[src/rtl/mul_div_unit.sv]
// +--------------------------------------------------------------------------+
// | mul_div_unit : iterative shift-add multiplier / restoring divider, HI/LO |
// | Revision     : 1.0                                                       |
// +--------------------------------------------------------------------------+
`default_nettype none

module mul_div_unit #(
  parameter int WIDTH = 32
) (
  input  logic             clk,
  input  logic             rst,
  input  logic             start_i,
  input  logic [2:0]       op_i,
  input  logic [WIDTH-1:0] rs_data_i,
  input  logic [WIDTH-1:0] rt_data_i,
  input  logic             flush_i,
  output logic             busy_o,
  output logic             done_o,
  output logic [WIDTH-1:0] hi_o,
  output logic [WIDTH-1:0] lo_o
);

  localparam int CNT_W = $clog2(WIDTH + 1);

  typedef enum logic [1:0] {
    S_IDLE = 2'd0,
    S_ITER = 2'd1,
    S_FIX  = 2'd2
  } state_t;

  state_t             state_q;
  logic               busy_q, done_q;
  logic [WIDTH-1:0]   hi_q, lo_q;
  logic [CNT_W-1:0]   cnt_q;
  logic [2*WIDTH:0]   acc_q;
  logic [WIDTH-1:0]   opb_q;
  logic               is_div_q, neg_lo_q, neg_rem_q, div0_q;

  logic               is_signed, a_neg, b_neg;
  logic [WIDTH-1:0]   abs_a, abs_b;
  logic [WIDTH:0]     mul_sum, div_shift, div_trial;
  logic [2*WIDTH:0]   mul_next, div_next;
  logic [2*WIDTH-1:0] prod_fix;
  logic [WIDTH-1:0]   quot_fix, rem_fix;

  // acc_q holds {upper, lower}: for MULT upper accumulates while the
  // multiplier shifts out of lower; for DIV upper is the partial remainder
  // and lower shifts dividend bits out as quotient bits shift in.
  always_comb begin
    is_signed = (op_i == 3'd0) || (op_i == 3'd2);
    a_neg     = is_signed & rs_data_i[WIDTH-1];
    b_neg     = is_signed & rt_data_i[WIDTH-1];
    abs_a     = a_neg ? -rs_data_i : rs_data_i;
    abs_b     = b_neg ? -rt_data_i : rt_data_i;

    mul_sum   = acc_q[2*WIDTH:WIDTH] + (acc_q[0] ? {1'b0, opb_q} : '0);
    mul_next  = {1'b0, mul_sum, acc_q[WIDTH-1:1]};

    div_shift = {acc_q[2*WIDTH-1:WIDTH], acc_q[WIDTH-1]};
    div_trial = div_shift - {1'b0, opb_q};
    div_next  = div_trial[WIDTH] ? {div_shift, acc_q[WIDTH-2:0], 1'b0}
                                 : {div_trial, acc_q[WIDTH-2:0], 1'b1};

    prod_fix  = neg_lo_q ? -acc_q[2*WIDTH-1:0] : acc_q[2*WIDTH-1:0];
    quot_fix  = div0_q ? '1 : (neg_lo_q ? -acc_q[WIDTH-1:0] : acc_q[WIDTH-1:0]);
    // With a zero divisor the remainder ends as |rs|; restoring its sign gives rs back.
    rem_fix   = neg_rem_q ? -acc_q[2*WIDTH-1:WIDTH] : acc_q[2*WIDTH-1:WIDTH];
  end

  always_ff @(posedge clk or posedge rst) begin
    if (rst) begin
      state_q   <= S_IDLE;
      busy_q    <= 1'b0;
      done_q    <= 1'b0;
      hi_q      <= '0;
      lo_q      <= '0;
      cnt_q     <= '0;
      acc_q     <= '0;
      opb_q     <= '0;
      is_div_q  <= 1'b0;
      neg_lo_q  <= 1'b0;
      neg_rem_q <= 1'b0;
      div0_q    <= 1'b0;
    end else begin
      done_q <= 1'b0;
      case (state_q)
        S_IDLE: begin
          if (start_i && !flush_i) begin
            case (op_i)
              3'd0, 3'd1, 3'd2, 3'd3: begin
                acc_q     <= {{(WIDTH+1){1'b0}}, abs_a};
                opb_q     <= abs_b;
                is_div_q  <= op_i[1];
                neg_lo_q  <= a_neg ^ b_neg;
                neg_rem_q <= a_neg;
                div0_q    <= op_i[1] && (rt_data_i == '0);
                cnt_q     <= '0;
                busy_q    <= 1'b1;
                state_q   <= S_ITER;
              end
              3'd4:    hi_q <= rs_data_i;
              3'd5:    lo_q <= rs_data_i;
              default: ;
            endcase
          end
        end
        S_ITER: begin
          if (flush_i) begin
            busy_q  <= 1'b0;
            state_q <= S_IDLE;
          end else begin
            acc_q <= is_div_q ? div_next : mul_next;
            cnt_q <= cnt_q + CNT_W'(1);
            if (cnt_q == CNT_W'(WIDTH - 1)) state_q <= S_FIX;
          end
        end
        S_FIX: begin
          busy_q  <= 1'b0;
          state_q <= S_IDLE;
          if (!flush_i) begin
            done_q <= 1'b1;
            if (is_div_q) begin
              hi_q <= rem_fix;
              lo_q <= quot_fix;
            end else begin
              hi_q <= prod_fix[2*WIDTH-1:WIDTH];
              lo_q <= prod_fix[WIDTH-1:0];
            end
          end
        end
        default: state_q <= S_IDLE;
      endcase
    end
  end

  assign busy_o = busy_q;
  assign done_o = done_q;
  assign hi_o   = hi_q;
  assign lo_o   = lo_q;

endmodule

`default_nettype wire

[config.mk]
export PLATFORM = sky130hd
export DESIGN_NAME = mul_div_unit
export DESIGN_NICKNAME = d
export VERILOG_FILES = /design/src/rtl/mul_div_unit.sv
export SDC_FILE = /design/constraint.sdc
export NUM_CORES = 1
export LEC_CHECK = 0
export CAP_MARGIN = 20
export CORE_MARGIN = 2
export CORE_UTILIZATION = 53
export CTS_CLUSTER_DIAMETER = 40
export DETAILED_ROUTE_END_ITERATION = 10
export PLACE_DENSITY = 0.86
export SYNTH_ARGS = -nofsm -noshare
export SYNTH_HDL_FRONTEND = slang
export SYNTH_SLANG_ARGS = --single-unit
[constraint.sdc]
create_clock -name clk -period 8.15 [get_ports clk]
set_input_delay 2.0375 -clock clk [delete_from_list [all_inputs] [get_ports clk]]
set_output_delay 2.0375 -clock clk [all_outputs]
set_load 0.01 [all_outputs]
==> results.ini <==
[outcome]
status=finished clean

[critical_path]
crit_path_end_kind=flop
path_delay_family=compound AO/OA/AOI/OAI gates
start_kind=flop
worstReg2RegEnd=acc_q[63]
critPathBufInv=3
required_ps=8480
reg2reg_from=acc_q[31]
crit_cells=21
rr_worst_depth=21
crit_chain=inv_1, ha_1, fa_1, nor2b_1, o31ai_1, a211o_1, o21ai_1, a21oi_1, a31oi_1, a31o_2, a21oi_1, o21bai_1, ha_1, buf_4, inv_1, nand2_1, a31oi_1, a22oi_1, o21ai_0, a311oi_1, nand3_1
crit_type=flop to flop
crit_end=acc_q[63]
reg2reg_setup_slack_ps=2620
worst_ep_arrival_time_ps=5860
worstPathMaxFanout=23
setup.worst_path.start=acc_q[31]
cp_slowest_cell=ha_1
cp_slowest_stage_delay_ps=520

[yosys]
synth_nets=1973
yosys_warnings=0
synth_seq_cells=175
synthFlopType=dfrtp_1
synthArstFlopShare_pct=100
synth_cell_type_count=73
syn_avg_cell_area_um2=7.90
netlist_area_um2=14400
yosysSeqAreaShare_pct=30.4
syn_inst=1826
synth_enable_flop_cells=0

[power_and_ir_drop]
p_int_uw=3200
switching_share_pct=47.9
sequentialPowerShare_pct=27.1
ir_worst_vdd_mv=0.194
p_per_area_nw_per_um2=372
comb_power_share_pct=59.3
leakagePower_uw=0.00721
netSwitchingPower_uw=2950
power.clock.fraction_pct=13.6

[timing]
slew_headroom_pct=29.1
fin_skew_ps=13.7
tns_ps=0
timing.final.crit_share_pct=67.9
timing.fmax_ghz=0.181
rsz0062_at_grt=false
hold_violations=0
fin_crit_ps=5530
worst_slew_pin_slew_ps=1060
hold_ws_ps=481
slew_violations=0
setup_violations=0
worst_slack_ps=2620

[die]
dieArea_um2=28500
die_width_um=169
die_h_um=169
floorplan.initialDensity_pct=53.8
rows=60
num_io_pins=137
core_area_um2=26800

[clock_network]
cts_resized=0
clock-sinks=175
clk_pin_slew_ps=80
cts_tree=built
post_cts_buffers=0
clock_latency_ps=450
numCtsBuffers=17
hold_buffers=0
cts_max_level=4
ctsLongestPathBuffers=2
cts-root-buf=clkbuf_16

[routing]
wl_per_cell_um=19.5
ant_nets=0
vias_per_cell=6.36
drtIter0Drc=1584
drc=0
num_vias=14284
firstDrtPassIters=6
totalWireLength_um=43700

[final_layout]
layout.area.seq_um2=4380
layout.nets=2038
nFillCells=2257
design_area_um2=16500
layout_common_cells=nand2_1, o21ai_0, dfrtp_1
syn_to_final_growth_pct=14.7
drive_gt1_share_pct=4.36
layout_commonest_cell=nand2_1
multi_input_area_um2=9400
fin_util_pct=61.7

[grt]
grt_pass1_wl_um=69700
grt_usage_pct=30.4
grt_max_degree=73
gr-total-overflow=0
grt_pass1_vias=13393
antenna_found_initial=1

[run]
maxCapViolations=0

[place]
place_area_um2=15900
port_buffers=136
hpwl_um=32700
globalplace.congestion=0.992
pre_cts_ws_ps=2210

[hold_path]
min_path_type=flop to flop

## metrics by stage
stage	instances	total power [uW]
3_3_place_gp	2212	5110
6_report	2246	6160
5_1_grt	2245	6580
2_1_floorplan	1826	4100
3_5_place_dp	2212	5220
4_1_cts	2244	6070
## power by group through the flow
stage                     Sequential, uW  Combinational, uW  Clock (uW)
after global placement              1650               3460           0
after global routing                1710               3990         878
after CTS                           1650               3580         842
final                               1670               3650         839
after floorplan                     1560               2540           0
after detailed placement            1660               3550           0
## cell type report
type	instances	area share, %
repair buffers	150	8.94
well taps	341	2.58
inverters	69	1.60
diodes	1	0.0151
multi-input cells	1478	56.8
flip-flops and latches	175	26.5
clock inverters	15	0.969
clock buffers	17	2.57
## synth_stat cells, types with 3 or more instances
cell | instances | area share, %
nand3_1 | 30 | 1.0
o221ai_1 | 4 | 0.24
nor2b_1 | 14 | 0.61
xnor2_1 | 98 | 6.0
clkbuf_1 | 90 | 2.3
a21o_1 | 52 | 2.7
a221oi_1 | 6 | 0.36
o21bai_1 | 7 | 0.36
nor3_1 | 24 | 0.83
o22ai_1 | 23 | 1.0
nor3b_1 | 5 | 0.26
o311ai_0 | 3 | 0.18
nand3b_1 | 3 | 0.16
inv_1 | 69 | 1.8
o41ai_1 | 15 | 0.91
or4_1 | 9 | 0.47
dfrtp_1 | 175 | 30
and2_1 | 13 | 0.56
o21a_1 | 6 | 0.31
a22oi_1 | 6 | 0.31
a21boi_0 | 3 | 0.16
a21oi_1 | 114 | 4.0
o211ai_1 | 11 | 0.57
a211o_1 | 3 | 0.18
ha_1 | 74 | 6.4
xor2_1 | 66 | 4.0
a221o_1 | 3 | 0.21
o31ai_1 | 26 | 1.4
mux2_2 | 9 | 0.70
o2111ai_1 | 4 | 0.24
a22o_1 | 5 | 0.30
nand4_1 | 10 | 0.43
and3_1 | 8 | 0.35
or3_1 | 24 | 1.0
mux2i_1 | 60 | 4.2
nor2_1 | 141 | 3.7
nand2_1 | 247 | 6.4
a31oi_1 | 14 | 0.61
nand2b_1 | 19 | 0.82
a211oi_1 | 30 | 1.6
or2_2 | 8 | 0.35
o21ai_0 | 233 | 8.1
nor4_1 | 12 | 0.52
buf_1 | 10 | 0.26
## per-layer routing
layer  share of wire (%)  vias to the layer above  wire (um)  global-route usage (%)
met3                 9.4                      125       4120                    4.96
met4                 4.0                        0       1740                    13.5
met2                  45                      761      19500                    47.8
met1                  42                     6740      18400                    41.4
met5                   0                        -          0                       0
li1                    -                     6658          -                       -
## worst min-delay path by stage
stage | start | endpoint | cells after the start
after global placement | lo_o[21] | lo_o[21] | 1
after CTS | opb_q[7] | opb_q[7] | 2
after detailed placement | lo_o[25] | lo_o[25] | 2
after global routing | hi_o[2] | hi_o[2] | 2
final | opb_q[7] | opb_q[7] | 2
after floorplan | opb_q[10] | opb_q[10] | 2
## sequential cells by signal, summed over array words and instances, names as in the netlist
signal	cells
cnt_q	6
state_q	2
neg_rem_q	1
hi_o	32
acc_q	65
opb_q	32
lo_o	32
busy_o	1
div0_q	1
done_o	1
is_div_q	1
neg_lo_q	1
## kinds of logic after synthesis
group | synth area share (%)
XOR/XNOR | 9.96
AO/OA/AOI/OAI | 25.0
buffers and inverters | 4.60
multiplexers | 4.87
flip-flops | 30.4
adder cells (fa/ha/maj) | 6.70
AND/OR/NAND/NOR | 18.5
## worst reg2reg max path: stages, from the launching register on
cell and delay [ps]:
dfrtp_1 410, inv_1 90, ha_1 240, fa_1 410, nor2b_1 230, o31ai_1 140, a211o_1 310, o21ai_1 410
a21oi_1 200, a31oi_1 260, a31o_2 210, a21oi_1 70, o21bai_1 140, ha_1 520, buf_4 430, inv_1 380
nand2_1 170, a31oi_1 100, a22oi_1 210, o21ai_0 120, a311oi_1 270, nand3_1 100
(Power assumes the default switching activity.)
